### config.mk
export PLATFORM = sky130hd
export DESIGN_NAME = dram_write_sink
export DESIGN_NICKNAME = d
export VERILOG_FILES = /design/src/rtl/dram_write_sink.sv
export SDC_FILE = /design/constraint.sdc
export NUM_CORES = 1
export LEC_CHECK = 0
export BUFFER_PORTS_ARGS = -buffer_cell sky130_fd_sc_hd__buf_2
export CORE_ASPECT_RATIO = 1.5
export CORE_UTILIZATION = 56
export CTS_BUF_LIST = sky130_fd_sc_hd__clkbuf_2
export DETAILED_ROUTE_END_ITERATION = 8
export HOLD_SLACK_MARGIN = 0.03
export MAX_ROUTING_LAYER = met4
export PLACE_DENSITY = 0.78
export SETUP_SLACK_MARGIN = 0.2
export SLEW_MARGIN = 30
export SYNTH_ARGS = -nofsm -noshare
export SYNTH_HDL_FRONTEND = slang
export SYNTH_SLANG_ARGS = --single-unit
### constraint.sdc
create_clock -name clk -period 14.4 [get_ports clk]
set_input_delay 2.88 -clock clk [delete_from_list [all_inputs] [get_ports clk]]
set_output_delay 2.88 -clock clk [all_outputs]
set_load 0.02 [all_outputs]
### src/rtl/dram_write_sink.sv
// Write sink feeding a DRAM port: an address FIFO and a write-data FIFO are paired
// (one address + two 128-bit beats) and issued as a single 256-bit burst per handshake.
//
// state | meaning
// IDLE  | waiting for one address and at least two data beats
// LOAD  | pop one address and two beats into the output registers
// ISSUE | present the burst on the memory port until mem_ready
module dram_write_sink #(
  parameter int AF_DEPTH  = 4,
  parameter int WDF_DEPTH = 8
) (
  input  logic         clk,
  input  logic         rst_n,
  input  logic [30:0]  af_addr_din,
  input  logic [2:0]   af_cmd_din,
  input  logic         af_wr_en,
  output logic         af_full,
  input  logic [127:0] wdf_din,
  input  logic [15:0]  wdf_mask_din,
  input  logic         wdf_wr_en,
  output logic         wdf_full,
  output logic         mem_valid,
  input  logic         mem_ready,
  output logic [30:0]  mem_addr,
  output logic [255:0] mem_data,
  output logic [31:0]  mem_mask,
  output logic         err_overflow,
  output logic         err_cmd
);

  localparam int AP_W = $clog2(AF_DEPTH);
  localparam int AC_W = AP_W + 1;
  localparam int WP_W = $clog2(WDF_DEPTH);
  localparam int WC_W = WP_W + 1;
  localparam logic [AC_W-1:0] AF_FULL_CNT  = AC_W'(AF_DEPTH);
  localparam logic [WC_W-1:0] WDF_FULL_CNT = WC_W'(WDF_DEPTH);

  typedef enum logic [1:0] {
    S_IDLE  = 2'd0,
    S_LOAD  = 2'd1,
    S_ISSUE = 2'd2
  } state_t;

  state_t r_state;
  state_t w_state_nxt;

  logic [30:0]  r_af_mem  [AF_DEPTH];
  logic [143:0] r_wdf_mem [WDF_DEPTH];

  logic [AP_W-1:0] r_af_wr_ptr;
  logic [AP_W-1:0] r_af_rd_ptr;
  logic [AC_W-1:0] r_af_cnt;
  logic [WP_W-1:0] r_wdf_wr_ptr;
  logic [WP_W-1:0] r_wdf_rd_ptr;
  logic [WC_W-1:0] r_wdf_cnt;

  logic [30:0]  r_mem_addr;
  logic [255:0] r_mem_data;
  logic [31:0]  r_mem_mask;
  logic         r_err_overflow;
  logic         r_err_cmd;

  logic            w_af_push;
  logic            w_wdf_push;
  logic            w_pop;
  logic            w_burst_avail;
  logic [WP_W-1:0] w_wdf_rd_ptr1;
  logic [143:0]    w_beat0;
  logic [143:0]    w_beat1;

  assign af_full  = (r_af_cnt == AF_FULL_CNT);
  assign wdf_full = (r_wdf_cnt == WDF_FULL_CNT);

  // Illegal commands never enter the FIFO, so they can't consume a slot.
  assign w_af_push  = af_wr_en && !af_full && (af_cmd_din == 3'b000);
  assign w_wdf_push = wdf_wr_en && !wdf_full;
  assign w_pop      = (r_state == S_LOAD);

  assign w_burst_avail = (r_af_cnt != '0) && (r_wdf_cnt >= WC_W'(2));

  assign w_wdf_rd_ptr1 = r_wdf_rd_ptr + WP_W'(1);
  assign w_beat0       = r_wdf_mem[r_wdf_rd_ptr];
  assign w_beat1       = r_wdf_mem[w_wdf_rd_ptr1];

  always_comb begin
    w_state_nxt = r_state;
    unique case (r_state)
      S_IDLE:  if (w_burst_avail) w_state_nxt = S_LOAD;
      S_LOAD:  w_state_nxt = S_ISSUE;
      S_ISSUE: if (mem_ready) w_state_nxt = w_burst_avail ? S_LOAD : S_IDLE;
      default: w_state_nxt = S_IDLE;
    endcase
  end

  always_ff @(posedge clk or negedge rst_n) begin
    if (!rst_n) r_state <= S_IDLE;
    else        r_state <= w_state_nxt;
  end

  // Storage arrays carry no reset; validity is tracked by the counts.
  always_ff @(posedge clk) begin
    if (w_af_push)  r_af_mem[r_af_wr_ptr]   <= af_addr_din;
    if (w_wdf_push) r_wdf_mem[r_wdf_wr_ptr] <= {wdf_mask_din, wdf_din};
  end

  always_ff @(posedge clk or negedge rst_n) begin
    if (!rst_n) begin
      r_af_wr_ptr <= '0;
      r_af_rd_ptr <= '0;
      r_af_cnt    <= '0;
    end else begin
      if (w_af_push) r_af_wr_ptr <= r_af_wr_ptr + AP_W'(1);
      if (w_pop)     r_af_rd_ptr <= r_af_rd_ptr + AP_W'(1);
      unique case ({w_af_push, w_pop})
        2'b10:   r_af_cnt <= r_af_cnt + AC_W'(1);
        2'b01:   r_af_cnt <= r_af_cnt - AC_W'(1);
        default: r_af_cnt <= r_af_cnt;
      endcase
    end
  end

  always_ff @(posedge clk or negedge rst_n) begin
    if (!rst_n) begin
      r_wdf_wr_ptr <= '0;
      r_wdf_rd_ptr <= '0;
      r_wdf_cnt    <= '0;
    end else begin
      if (w_wdf_push) r_wdf_wr_ptr <= r_wdf_wr_ptr + WP_W'(1);
      if (w_pop)      r_wdf_rd_ptr <= r_wdf_rd_ptr + WP_W'(2);
      unique case ({w_wdf_push, w_pop})
        2'b10:   r_wdf_cnt <= r_wdf_cnt + WC_W'(1);
        2'b01:   r_wdf_cnt <= r_wdf_cnt - WC_W'(2);
        2'b11:   r_wdf_cnt <= r_wdf_cnt - WC_W'(1);
        default: r_wdf_cnt <= r_wdf_cnt;
      endcase
    end
  end

  always_ff @(posedge clk or negedge rst_n) begin
    if (!rst_n) begin
      r_mem_addr <= '0;
      r_mem_data <= '0;
      r_mem_mask <= '0;
    end else if (w_pop) begin
      r_mem_addr <= r_af_mem[r_af_rd_ptr];
      r_mem_data <= {w_beat1[127:0], w_beat0[127:0]};
      r_mem_mask <= {w_beat1[143:128], w_beat0[143:128]};
    end
  end

  always_ff @(posedge clk or negedge rst_n) begin
    if (!rst_n) begin
      r_err_overflow <= 1'b0;
      r_err_cmd      <= 1'b0;
    end else begin
      if ((af_wr_en && af_full) || (wdf_wr_en && wdf_full)) r_err_overflow <= 1'b1;
      if (af_wr_en && (af_cmd_din != 3'b000))               r_err_cmd      <= 1'b1;
    end
  end

  assign mem_valid    = (r_state == S_ISSUE);
  assign mem_addr     = r_mem_addr;
  assign mem_data     = r_mem_data;
  assign mem_mask     = r_mem_mask;
  assign err_overflow = r_err_overflow;
  assign err_cmd      = r_err_cmd;

endmodule
; Word-level counts from Yosys, hierarchy flattened
; Memories as Yosys holds them, arrays and structs flattened. A register that Yosys moved wholly into a read port is not among the register bits.
; Index checks and enable logic that the tools add are counted.
[word_totals]
ram_bits = 1276
latch_bits = 0
input_bits = 183
register_bits = 21
output_inout_bits = 324
mem_count = 2
wordCells = 63
romBits = 0
[memory_table]
columns = memory, depth, width, read_ports, rd_ports_with_merged_regs, write_ports, line
row1 = r_wdf_mem, 8, 144, 2, 2, 1, 48  ; logic [143:0] r_wdf_mem [WDF_DEPTH];
row2 = r_af_mem, 4, 31, 1, 1, 1, 47  ; logic [30:0] r_af_mem [AF_DEPTH];
[op_classes]
bitwise = 0
reduce_logical = 20
magnitude_cmp = 1
multipliers = 0
n_shift = 0
addsub = 10
div = 0
muxes = 10
eq_ne = 11
[ops]
columns = operator, n
row1 = $pmux 4 s3, 1
row2 = $add 3x1->3 const B, 3
row3 = $reduce_bool 3->1, 3
row4 = $eq 2x2->1 const B, 4
row5 = $logic_and 1x1->1, 7
row6 = $eq 2x1->1 const B, 3
row7 = $pmux 2 s3, 1
row8 = $pmux 3 s2, 1
row9 = $logic_not 1->1, 5
row10 = $mux 1, 5
row11 = $add 2x1->2 const B, 2
row12 = $add 4x1->4 const B, 1
row13 = $eq 4x4->1 const B, 1
row14 = $ge 4x2->1 const B, 1
row15 = $mux 2, 2
row16 = $sub 4x1->4 const B, 1
row17 = $sub 4x2->4 const B, 1
row18 = $add 3x2->3 const B, 1
row19 = $eq 3x3->1 const B, 1
row20 = $logic_not 3->1, 1
row21 = $sub 3x1->3 const B, 1
row22 = $logic_not 2->1, 1
row23 = $ne 2x1->1 const B, 1
row24 = $ne 2x2->1 const B, 1
row25 = other kinds (3), 3

; Depth between registers and ports, before layout
[depth]
depth_word = 6
depth_mapped = 11

; Worst setup path before layout
; Ideal clock, no wire load.
[synth_timing]
kind = input port to flip-flop
start = input port wdf_wr_en
end = memory r_wdf_mem[0][0], enable pin
setup_ps = 999
path_stages = 3
n_path_buf = 1
required_ps = 13401
t_arrival_ps = 16627
setup_slack_ps = -3227
cell_sequence = nand2b_1 buf_4 nor4_1
[synth_via]
elab_chain_len = 3
[synth_rtl]
columns = item, line
row1 = from (decl), 20  ; input logic wdf_wr_en,
row2 = $logic_and 1x1->1, 76  ; assign w_wdf_push = wdf_wr_en && !wdf_full;
row3 = $mux 1, 103  ; if (w_wdf_push) r_wdf_mem[r_wdf_wr_ptr] <= {wdf_mask_din, wdf_din};
row4 = $mux 1 (not written as such), 103
row5 = to (decl), 48
; Every way passes these cells.

; Worst setup path in the final report
[layout_timing]
start = register r_wdf_cnt[1]
end = output port wdf_full
[layout_via]
elab_chain_len = 1
[layout_rtl]
columns = item, line
row1 = from (decl), 55  ; logic [WC_W-1:0] r_wdf_cnt;
row2 = from (signal assigned), 131  ; 2'b10: r_wdf_cnt <= r_wdf_cnt + WC_W'(1);
row3 = from (signal assigned), 132  ; 2'b01: r_wdf_cnt <= r_wdf_cnt - WC_W'(2);
row4 = from (signal assigned), 133  ; 2'b11: r_wdf_cnt <= r_wdf_cnt - WC_W'(1);
row5 = $eq 4x4->1, 72  ; assign wdf_full = (r_wdf_cnt == WDF_FULL_CNT);
row6 = to (decl), 21  ; output logic wdf_full,
; Every way passes these cells.

==> impl_metrics.env <==
export IMPL_rsz0062_at_grt="false"
export IMPL_routabilityCongestion=0.818
export IMPL_leakagePower_nw=25.7
export IMPL_worstSetupStartpoint="r_wdf_cnt[1]"
export IMPL_cts_num_sinks=1615
export IMPL_netlist_top_cells_area="edfxtp_1 65%, dfrtp_1 14%, mux4_2 12%"
export IMPL_critPathCaptureType="primary output"
export IMPL_critical_path_class="flop to primary output"
export IMPL_critPathMaxFanout=8
export IMPL_drt_wl_total_mm=125
export IMPL_hold_start="mem_data[14]"
export IMPL_start_util_pct=56.6
export IMPL_clockBufferDepth=4
export IMPL_drc=0
export IMPL_clk_latency_ns=1.59
export IMPL_period_share_pct=38.0
export IMPL_finish_utilization_pct=63.9
export IMPL_fp_row_count=145
export IMPL_yosysWarnings=0
export IMPL_antenna_found_initial=49
export IMPL_maxCapViolations=0
export IMPL_track_usage_pct=24.4
export IMPL_status="completed"
export IMPL_cts_repair_resized=0
export IMPL_root_buffer="clkbuf_2"
export IMPL_peakVddDrop_mv=0.147
export IMPL_drive_gt1_share_pct=34.8
export IMPL_cts_setup_buffers=0
export IMPL_die_w_um=267
export IMPL_dp_hpwl_mm=71.8
export IMPL_synth_area_leader_cell="edfxtp_1"
export IMPL_setup_viol=0
export IMPL_cts_hold_buf=0
export IMPL_pin_count=507
export IMPL_ys_seq_elements=1615
export IMPL_syn_nets=3320
export IMPL_first_pass_iters=5
export IMPL_drt_iter0_drc=2126
export IMPL_dp_cells=4918
export IMPL_cts_max_level=5
export IMPL_final_cells=5614
export IMPL_fin_crit_ns=5.48
export IMPL_final_setup_tns_ns=0
export IMPL_numCtsBuffers=358
export IMPL_cts_reportedPaths_clkPinSlew_ns=0.09
export IMPL_cts_tree="yes"
export IMPL_synthArstFlopShare_pct=21.0
export IMPL_crit_arrival_ns=2.60
export IMPL_cp_required_ns=11.52
export IMPL_fp_dieH_um=399
export IMPL_crit_path_start_kind="flop"
export IMPL_synth_cell_types=38
export IMPL_timing_rr_start="r_wdf_cnt[1]"
export IMPL_wire_per_inst_um=22.3
export IMPL_relSlewSlack_pct=31.8
export IMPL_ys_seq_area_share_pct=79.4
export IMPL_grt_pass1_vias=32100
export IMPL_layout_nets=4078
export IMPL_routed_via_density=5.48
export IMPL_clock_skew_ns=0.202
export IMPL_drv_slew=0
export IMPL_area_growth_pct=12.9
export IMPL_avgSynthCellArea_sq_um=18.8
export IMPL_portBuffers=506
export IMPL_fmax_mhz=183
export IMPL_grt_pass1_wl_mm=186
export IMPL_syn_area_sq_mm=0.0589
export IMPL_hp_class="flop to flop"
export IMPL_grt_overflow_total=0
export IMPL_worst_slew_pin_slew_ns=1.02
export IMPL_num_vias=30800
export IMPL_grt_start_max_net_pins=161
export IMPL_synth_edff_count=1276
export IMPL_power_mw=13.5
export IMPL_syn_instance_count=3128
export IMPL_hold_violations=0
export IMPL_die_area_sq_mm=0.107
export IMPL_synth_flop_cell="edfxtp_1"
export IMPL_core_area_sq_mm=0.104
export IMPL_synth_top_area_share_pct=65.0
export IMPL_ant_nets=0
export IMPL_power_density_mw_per_mm2=203
-- per-stage QoR --
stage | worst slack [ns] | area, sq um | hold slack, ns
final | 8.92 | 66500 | 0.474
after global placement | 8.81 | 63000 | 0.452
after floorplan | 0.558 | 58900 | 0.450
after CTS | 8.66 | 66300 | 0.479
after global routing | 8.71 | 66500 | 0.497
after detailed placement | 8.74 | 63000 | 0.457
-- cells in the mapped netlist, drive strengths merged (2+ instances only) --
cell	n
a211oi	4
a21oi	2
and2	4
buf	105
clkbuf	40
dfrtp	339
edfxtp	1276
ha	8
inv	11
mux2i	3
mux4	319
nand2	967
nand2b	4
nor2	9
nor2b	2
nor3	7
nor4b	2
xnor2	10
xor2	2
-- worst max-delay path, cell delays in order, from the launching register on --
cell     delay [ns]
dfrtp_1        0.51
nor4b_4        0.40
buf_2          0.23
-- registers in the layout, indices dropped and copies added (netlist names), 3 cells and up --
register      flops
mem_addr         31
mem_data        256
mem_mask         32
r_af_cnt          3
r_af_mem        124
r_wdf_cnt         4
r_wdf_mem      1152
r_wdf_wr_ptr      3
-- cell usage in the layout, fill, tap and decap left out, drive strengths merged, types with 7 or more instances in the layout --
cell type / Yosys / routed
edfxtp: 1276 / 1276
xnor2: 10 / 10
buf: 105 / 543
nand2: 967 / 967
clkinv: 0 / 88
dfrtp: 339 / 339
bufinv: 0 / 7
nor2: 9 / 9
clkbuf: 40 / 542
ha: 8 / 8
mux4: 319 / 319
inv: 11 / 14
nor3: 7 / 7
diode: 0 / 50
-- metal layers --
layer / vias to the layer above / track usage [%] / share of wire [%]
met5: - / - / 0
met2: 1185 / 39.8 / 52
met1: 15800 / 28.8 / 38
met3: 174 / 6.70 / 7.6
li1: 13600 / - / -
met4: 0 / 10.1 / 2.8
-- logic make-up after synthesis --
kind of cell,count (synthesis),share of synthesized area [%]
multiplexers,323,12.3
AO/OA/AOI/OAI,14,0.178
flip-flops,1615,79.4
adder cells (fa/ha/maj),9,0.204
buffers and inverters,156,1.29
AND/OR/NAND/NOR,999,6.48
XOR/XNOR,12,0.178
-- final cells by class --
| type | count | area (sq um) |
|---|---|---|
| flip-flops and latches | 1615 | 46800 |
| multi-input cells | 1357 | 11400 |
| clock inverters | 100 | 588 |
| fillers | 7328 | 37600 |
| diodes | 50 | 125 |
| well taps | 1396 | 1750 |
| clock buffers | 542 | 2710 |
| repair buffers | 543 | 3050 |
| inverters | 11 | 48.8 |
-- report_power, final --
group / total, mW / internal [mW] / switching [mW] / leakage (nW)
clock network: 2.80 / 1.12 / 1.67 / 2.54
logic: 4.20 / 1.59 / 2.60 / 7.46
registers: 6.48 / 6.02 / 0.457 / 15.7
-- final timing paths --
check,slack [ns],cells after the start,end
max,8.92,2,wdf_full
min,0.47,2,mem_data[14]
max reg2reg,11.11,4,r_wdf_mem[2][79]
min reg2reg,0.47,2,mem_data[14]
max in group asynchronous,11.20,3,mem_data[152]
min in group asynchronous,1.32,1,mem_data[229]
Power figures use the tool's default switching activity.
